===== src/rtl/regbank_arbiter.sv =====
// Two-requester round-robin arbiter that serialises single read/write commands onto the 8x8 register bank.
// Optional requester locking is compiled in with `define REGBANK_ARB_LOCK_EN.
module regbank_arbiter #(
  parameter int AW      = 3,
  parameter int DW      = 8,
  parameter int LOCK_TO = 16
) (
  input  logic          clk,
  input  logic          rst_n,
  input  logic          a_req,
  input  logic          a_we,
  input  logic [AW-1:0] a_addr,
  input  logic [DW-1:0] a_wdata,
  output logic          a_gnt,
  output logic          a_rvalid,
  output logic [DW-1:0] a_rdata,
  input  logic          b_req,
  input  logic          b_we,
  input  logic [AW-1:0] b_addr,
  input  logic [DW-1:0] b_wdata,
  output logic          b_gnt,
  output logic          b_rvalid,
  output logic [DW-1:0] b_rdata,
`ifdef REGBANK_ARB_LOCK_EN
  input  logic          a_lock,
  input  logic          b_lock,
`endif
  output logic          bank_we,
  output logic [AW-1:0] bank_write_addr,
  output logic [AW-1:0] bank_read_addr,
  output logic [DW-1:0] bank_write_data,
  input  logic [DW-1:0] bank_read_data
);

  typedef enum logic {IDLE, ISSUE} state_t;

  state_t          state, state_next;
  logic            latch;
  logic            a_elig, b_elig;
  logic            winner;
  logic            prio_b;
  logic            cmd_we, cmd_owner;
  logic            win_we;
  logic [AW-1:0]   win_addr;
  logic [DW-1:0]   win_wdata;
  logic            timeout_release, timeout_prio_b;

`ifdef REGBANK_ARB_LOCK_EN
  localparam int CW = $clog2(LOCK_TO + 1);

  logic          lock_active, lock_owner;
  logic [CW-1:0] idle_cnt;
  logic          holder_req, win_lock;

  // While a lock is held only its owner is eligible for arbitration.
  assign a_elig          = a_req && (!lock_active || !lock_owner);
  assign b_elig          = b_req && (!lock_active ||  lock_owner);
  assign holder_req      = lock_owner ? b_req : a_req;
  assign win_lock        = winner ? b_lock : a_lock;
  assign timeout_release = lock_active && !holder_req && (idle_cnt == CW'(LOCK_TO - 1));
  assign timeout_prio_b  = !lock_owner;

  always_ff @(posedge clk or negedge rst_n) begin
    if (!rst_n) begin
      lock_active <= 1'b0;
      lock_owner  <= 1'b0;
      idle_cnt    <= '0;
    end else if (latch) begin
      idle_cnt <= '0;
      if (win_lock) begin
        lock_active <= 1'b1;
        lock_owner  <= winner;
      end else begin
        lock_active <= 1'b0;
      end
    end else if (lock_active) begin
      if (holder_req) begin
        idle_cnt <= '0;
      end else if (timeout_release) begin
        lock_active <= 1'b0;
        idle_cnt    <= '0;
      end else begin
        idle_cnt <= idle_cnt + CW'(1);
      end
    end
  end
`else
  assign a_elig          = a_req;
  assign b_elig          = b_req;
  // No lock hardware in this build; LOCK_TO only ties off the release path.
  assign timeout_release = (LOCK_TO < 0);
  assign timeout_prio_b  = 1'b0;
`endif

  assign winner    = b_elig && (!a_elig || prio_b);
  assign win_we    = winner ? b_we    : a_we;
  assign win_addr  = winner ? b_addr  : a_addr;
  assign win_wdata = winner ? b_wdata : a_wdata;

  always_ff @(posedge clk or negedge rst_n) begin
    if (!rst_n) state <= IDLE;
    else        state <= state_next;
  end

  always_comb begin
    state_next = state;
    latch      = 1'b0;
    a_gnt      = 1'b0;
    b_gnt      = 1'b0;
    bank_we    = 1'b0;
    case (state)
      IDLE: begin
        if (a_elig || b_elig) begin
          latch      = 1'b1;
          state_next = ISSUE;
        end
      end
      ISSUE: begin
        state_next = IDLE;
        a_gnt      = !cmd_owner;
        b_gnt      =  cmd_owner;
        bank_we    =  cmd_we;
      end
      default: state_next = IDLE;
    endcase
  end

  // Bank address/data registers only change for their own command type, so they hold between accesses.
  always_ff @(posedge clk or negedge rst_n) begin
    if (!rst_n) begin
      cmd_we          <= 1'b0;
      cmd_owner       <= 1'b0;
      prio_b          <= 1'b0;
      bank_write_addr <= '0;
      bank_write_data <= '0;
      bank_read_addr  <= '0;
      a_rdata         <= '0;
      b_rdata         <= '0;
      a_rvalid        <= 1'b0;
      b_rvalid        <= 1'b0;
    end else begin
      a_rvalid <= 1'b0;
      b_rvalid <= 1'b0;
      if (latch) begin
        cmd_we    <= win_we;
        cmd_owner <= winner;
        prio_b    <= !winner;
        if (win_we) begin
          bank_write_addr <= win_addr;
          bank_write_data <= win_wdata;
        end else begin
          bank_read_addr <= win_addr;
        end
      end else if (timeout_release) begin
        prio_b <= timeout_prio_b;
      end
      if (state == ISSUE && !cmd_we) begin
        if (cmd_owner) begin
          b_rdata  <= bank_read_data;
          b_rvalid <= 1'b1;
        end else begin
          a_rdata  <= bank_read_data;
          a_rvalid <= 1'b1;
        end
      end
    end
  end

endmodule


===== config.mk =====
export PLATFORM = sky130hd
export DESIGN_NAME = regbank_arbiter
export DESIGN_NICKNAME = d
export VERILOG_FILES = /design/src/rtl/regbank_arbiter.sv
export SDC_FILE = /design/constraint.sdc
export NUM_CORES = 1
export LEC_CHECK = 0
export BUFFER_PORTS_ARGS = -buffer_cell sky130_fd_sc_hd__buf_2
export CAP_MARGIN = 20
export CORE_UTILIZATION = 46
export DETAILED_ROUTE_END_ITERATION = 10
export GPL_ROUTABILITY_DRIVEN = 0
export HOLD_SLACK_MARGIN = 0.05
export MAX_ROUTING_LAYER = met4
export PLACE_DENSITY_LB_ADDON = 0.08
export SLEW_MARGIN = 20
export SYNTH_ARGS = -nofsm -noshare
export SYNTH_HDL_FRONTEND = slang
export SYNTH_SLANG_ARGS = --single-unit
export TNS_END_PERCENT = 100

===== constraint.sdc =====
create_clock -name clk -period 1.63 [get_ports clk]
set_input_delay 0.0815 -clock clk [delete_from_list [all_inputs] [get_ports clk]]
set_output_delay 0.0815 -clock clk [all_outputs]
set_load 0.05 [all_outputs]

# Word level (Yosys, flattened, before mapping)
# Index checks and enable logic that the tools add are counted.
word_totals:
  regBits: 36
  in_bits: 36
  elab_cells: 39
op_classes:
  mux: 13
  bitwise_logic: 3
  n_reduce_logical: 12
ops:
  columns: ["operator", "n"]
  rows:
  - ["$mux W1", 10]
  - ["$mux W8", 1]
  - ["$reduce_and A2 Y1", 4]
  - ["$logic_not A1 Y1", 4]
  - ["$mux W3", 1]
  - ["$not A1 Y1", 3]
  - ["$logic_and A1 B1 Y1", 2]
  - ["$logic_or A1 B1 Y1", 2]
  - ["$pmux W1 S2", 1]

# Logic depth before layout (Yosys ltp)
logic_depth:
  word_depth: 6
  depth_mapped: 5
  mapped_depth_nobuf: 4

# Least setup slack after synthesis
# Ideal clock, no wire load.
synth_timing:
  path_type: "register to register"
  startpoint: "register state"
  endpoint: "register a_rdata[0]"
  setup_time_ps: 128
  arrival_ps: 1559
  path_slack_ps: -57
  stages_incl_launch_ff: 6
  path_cell_list: "dfrtp_1 > buf_2 > and2b_1 > nor2b_1 > buf_4 > mux2_1"
synth_between:
  elab_chain_cells: 2
synth_rtl:
  columns: ["element", "line_no", "rtl"]
  rows:
  - ["from (decl)", "37", "state_t state, state_next;"]
  - ["from (signal assigned)", "102", "else state <= state_next;"]
  - ["$logic_and A1 B1 Y1", "157", "if (state == ISSUE && !cmd_we) begin"]
  - ["$reduce_and A2 Y1 (no source line)", null, null]
  - ["to (signal assigned)", "162", "a_rdata <= bank_read_data;"]
  - ["to (decl)", "16", "output logic [DW-1:0] a_rdata,"]
# No other way between the ends.
# A chain may end at the register's enable or synchronous reset.

# Worst setup path after layout
layout_timing:
  startpoint: "register prio_b"
  endpoint: "register bank_read_addr[0]"
layout_between:
  elab_chain_cells: 5
layout_rtl:
  columns: ["element", "line_no", "rtl"]
  rows:
  - ["from (decl)", "41", "logic prio_b;"]
  - ["from (signal assigned)", "147", "prio_b <= !winner;"]
  - ["from (signal assigned)", "155", "prio_b <= timeout_prio_b;"]
  - ["$logic_or A1 B1 Y1 *", "95", "assign winner = b_elig && (!a_elig || prio_b);"]
  - ["$logic_and A1 B1 Y1 *", "95", null]
  - ["$mux W1", "96", "assign win_we = winner ? b_we : a_we;"]
  - ["$not A1 Y1 (no source line)", null, null]
  - ["$reduce_and A2 Y1 (no source line)", null, null]
  - ["to (signal assigned)", "152", "bank_read_addr <= win_addr;"]
  - ["to (decl)", "30", "output logic [AW-1:0] bank_read_addr,"]
# Every way passes the cells marked *; elsewhere a longest branch is shown, timed or not.

==> results.md <==
* Pwr dens at 1980 nW/um2
* Vias per cell at 4.70
* Synthesized cell area at 1620 um2
* Final Max Tran Viols at 0
* Synth Area in XOR/XNOR at 0
* Synthesis-stage register bit count at 36
* Vias at 1118
* Net count, final at 227
* RSZ-0062 raised after global routing: no
* Crit path max fanout at 7
* Mapped Nets at 140
* Worst endpoint required time at 1.87 ns
* Avg Cell Area, Syn at 15.6 um2
* Cts bufs inserted at 5
* Slew headroom at 0.702
* F_max at 0.635 GHz
* Largest net degree at the start of global routing at 37
* Hold_ws at 0.0823 ns
* Starting Density at 0.481
* Final Hold Violating Endpoints at 0
* Vias in the first global route at 1011
* Ys Warns at 0
* Buffers on Ports at 70
* Routed len/inst at 13.8 um
* Total Neg Setup Slack at 0 ns
* Post-DP HPWL at 2.22 mm
* Synth cell types at 22
* Crit Path Class: reg -> reg
* Critical Path Start Type: flop
* Main combinational cell family by area after synthesis: multiplexers
* Clk slew on worst S/H paths at 0.11 ns
* Post-route ant nets at 0
* Std cell rows at 21
* Adder-cell share of the synthesized area at 0
* Min cycle time layout at 1.57 ns
* Clk_lat worst skew at 0.35 ns
* Worst Hold Class: in -> reg
* Chip Height at 61.3 um
* Outcome: complete, no violations
* Final period utilization at 0.966
* Fraction of layout cells with a size suffix above 1 at 0.625
* H-tree levels at 2
* Seq/Total Area, Yosys at 0.557
* Synth Area in Simple Gates at 0.0487
* Peak supply drop at 808 uV
* Total of max-cap violations at 0
* Final Skew at 0.00809 ns
* Detailed Routing Iterations Pass 1 at 4
* Die Area at 3760 um2
* Final setup violation count at 0
* Overflow after GRT at 0
* Area delta synth->final at 38.4%
* Fin util at 0.666
* Boundary Pins at 71
* Fraction of synthesized area in multiplexers at 0.332
* Complex-gate fraction of the synthesized area at 0.0333
* Antenna Cells at 0
* Worst Tran Pin Value at 0.447 ns
* DRT Wirelength at 3.28 mm
* CTS Sinks at 36
* Longest Clk Path Bufs at 2
* Root Driver: clkbuf_4
* GRT Util Overall at 0.183
* Antenna violations before repair at 0
* Post-route cell area at 2240 um2
* Die X at 61.3 um
* DRC viols at 0
* Core area at 3360 um2
* CTS tree: yes
* First-pass GRT wire length at 4.62 mm
* Setup crit end kind: flop
* DP Cell Count at 219
* Placed Area at 2020 um2
* Pleak at 0.00114 uW
* Syn Inst Count at 104
* Drt initial violations at 19
* WP data arrival at 1.82 ns
* Fin cells at 238
path summary, 6_finish.rpt:
path                                         from                             end  slack, ns  depth (start not counted)
hold reg to reg            a_rdata[0]$_DFFE_PN0P_          a_rdata[0]$_DFFE_PN0P_       0.49                          1
max in group asynchronous                   rst_n  bank_write_data[1]$_DFFE_PN0P_       1.03                          3
setup reg to reg               prio_b$_DFFE_PN0N_   bank_read_addr[0]$_DFFE_PN0P_       0.06                          5
hold / removal                         b_wdata[5]  bank_write_data[5]$_DFFE_PN0P_       0.08                          3
min in group asynchronous                   rst_n              a_rvalid$_DFF_PN0_       0.28                          3
setup / recovery               prio_b$_DFFE_PN0N_   bank_read_addr[0]$_DFFE_PN0P_       0.06                          5
critical path: stages, from the launching register on:
cell	delay [ns]
dfrtp_1	0.42
nand2b_4	0.15
buf_4	0.16
nand2_8	0.10
mux2_2	0.35
mux2_1	0.28
metrics by stage:
step                      worst slack (ns)  power [uW]
after floorplan                     0.0765        3250
after global placement             -0.0608        3730
after detailed placement            -0.132        3780
after CTS                           0.0159        4450
after global routing               0.00854        4670
final                               0.0557        4430
logic make-up after synthesis:
| logic type | after synthesis |
|---|---|
| muxes | 41 |
| DFF | 36 |
| and+or+nand+nor | 12 |
| AOI/OAI and AO/OA | 8 |
| buffers and inverters | 7 |
state kept, by name (all words and copies together) (netlist names):
register / count
a_rdata: 8
b_rdata: 8
bank_write_data: 8
bank_read_addr: 3
bank_write_addr: 3
a_rvalid: 1
b_rvalid: 1
cmd_owner: 1
cmd_we: 1
prio_b: 1
state: 1
timing repair:
action,CTS,global route
resized for setup,2,1
setup buffers,0,1
hold endpoints to repair,52,0
hold buffers,9,0
setup endpoints to repair,13,6
pin swaps,0,2
cloned,0,1
per-layer routing:
| metal | share of wire | track usage |
|---|---|---|
| met5 | 0 | - |
| met4 | 0.016 | 0.0779 |
| met3 | 0.061 | 0.0651 |
| met2 | 0.50 | 0.300 |
| met1 | 0.42 | 0.202 |
layout make-up:
class                   count  area, um2
clock buffers               5       37.5
clock inverters             3       42.5
fillers                   278       1120
inverters                   2       7.51
multi-input cells          62        703
flip-flops and latches     36        901
well taps                  46       57.6
repair buffers             84        490
cells in the mapped netlist:
cell type	n	area share
dfrtp_1	36	0.56
mux2_4	20	0.19
mux2_2	11	0.077
mux2_1	10	0.070
o21ai_0	4	0.012
nor2_1	3	0.0070
and2_1	2	0.0077
buf_2	2	0.0062
buf_6	2	0.014
inv_1	2	0.0046
a21boi_1	1	0.0046
a32oi_1	1	0.0054
and2b_1	1	0.0046
buf_4	1	0.0046
nand2_1	1	0.0023
nand2_4	1	0.0070
nand2b_1	1	0.0039
nand2b_4	1	0.0085
nor2_2	1	0.0039
nor2b_1	1	0.0039
o21a_1	1	0.0046
o31a_2	1	0.0062
placed cells by master, fill, tap and decap left out, drive strengths merged:
cell type    synthesis  layout
a21boi               1       1
a32oi                1       1
and2                 2       2
and2b                1       1
buf                  5      75
bufinv               0       1
clkbuf               0       5
clkinv               0       1
clkinvlp             0       1
dfrtp               36      36
dlygate4sd3          0       9
inv                  2       2
mux2                41      41
nand2                2       3
nand2b               2       2
nor2                 4       4
nor2b                1       1
o21a                 1       1
o21ai                4       4
o31a                 1       1
power breakdown:
group          total (uW)  internal [uW]  switching, uW  leakage [uW]
Clock                 637            320            317     0.0000412
Combinational        2360            705           1650      0.000673
Sequential           1440           1250            181      0.000427
(Power assumes the default switching activity.)
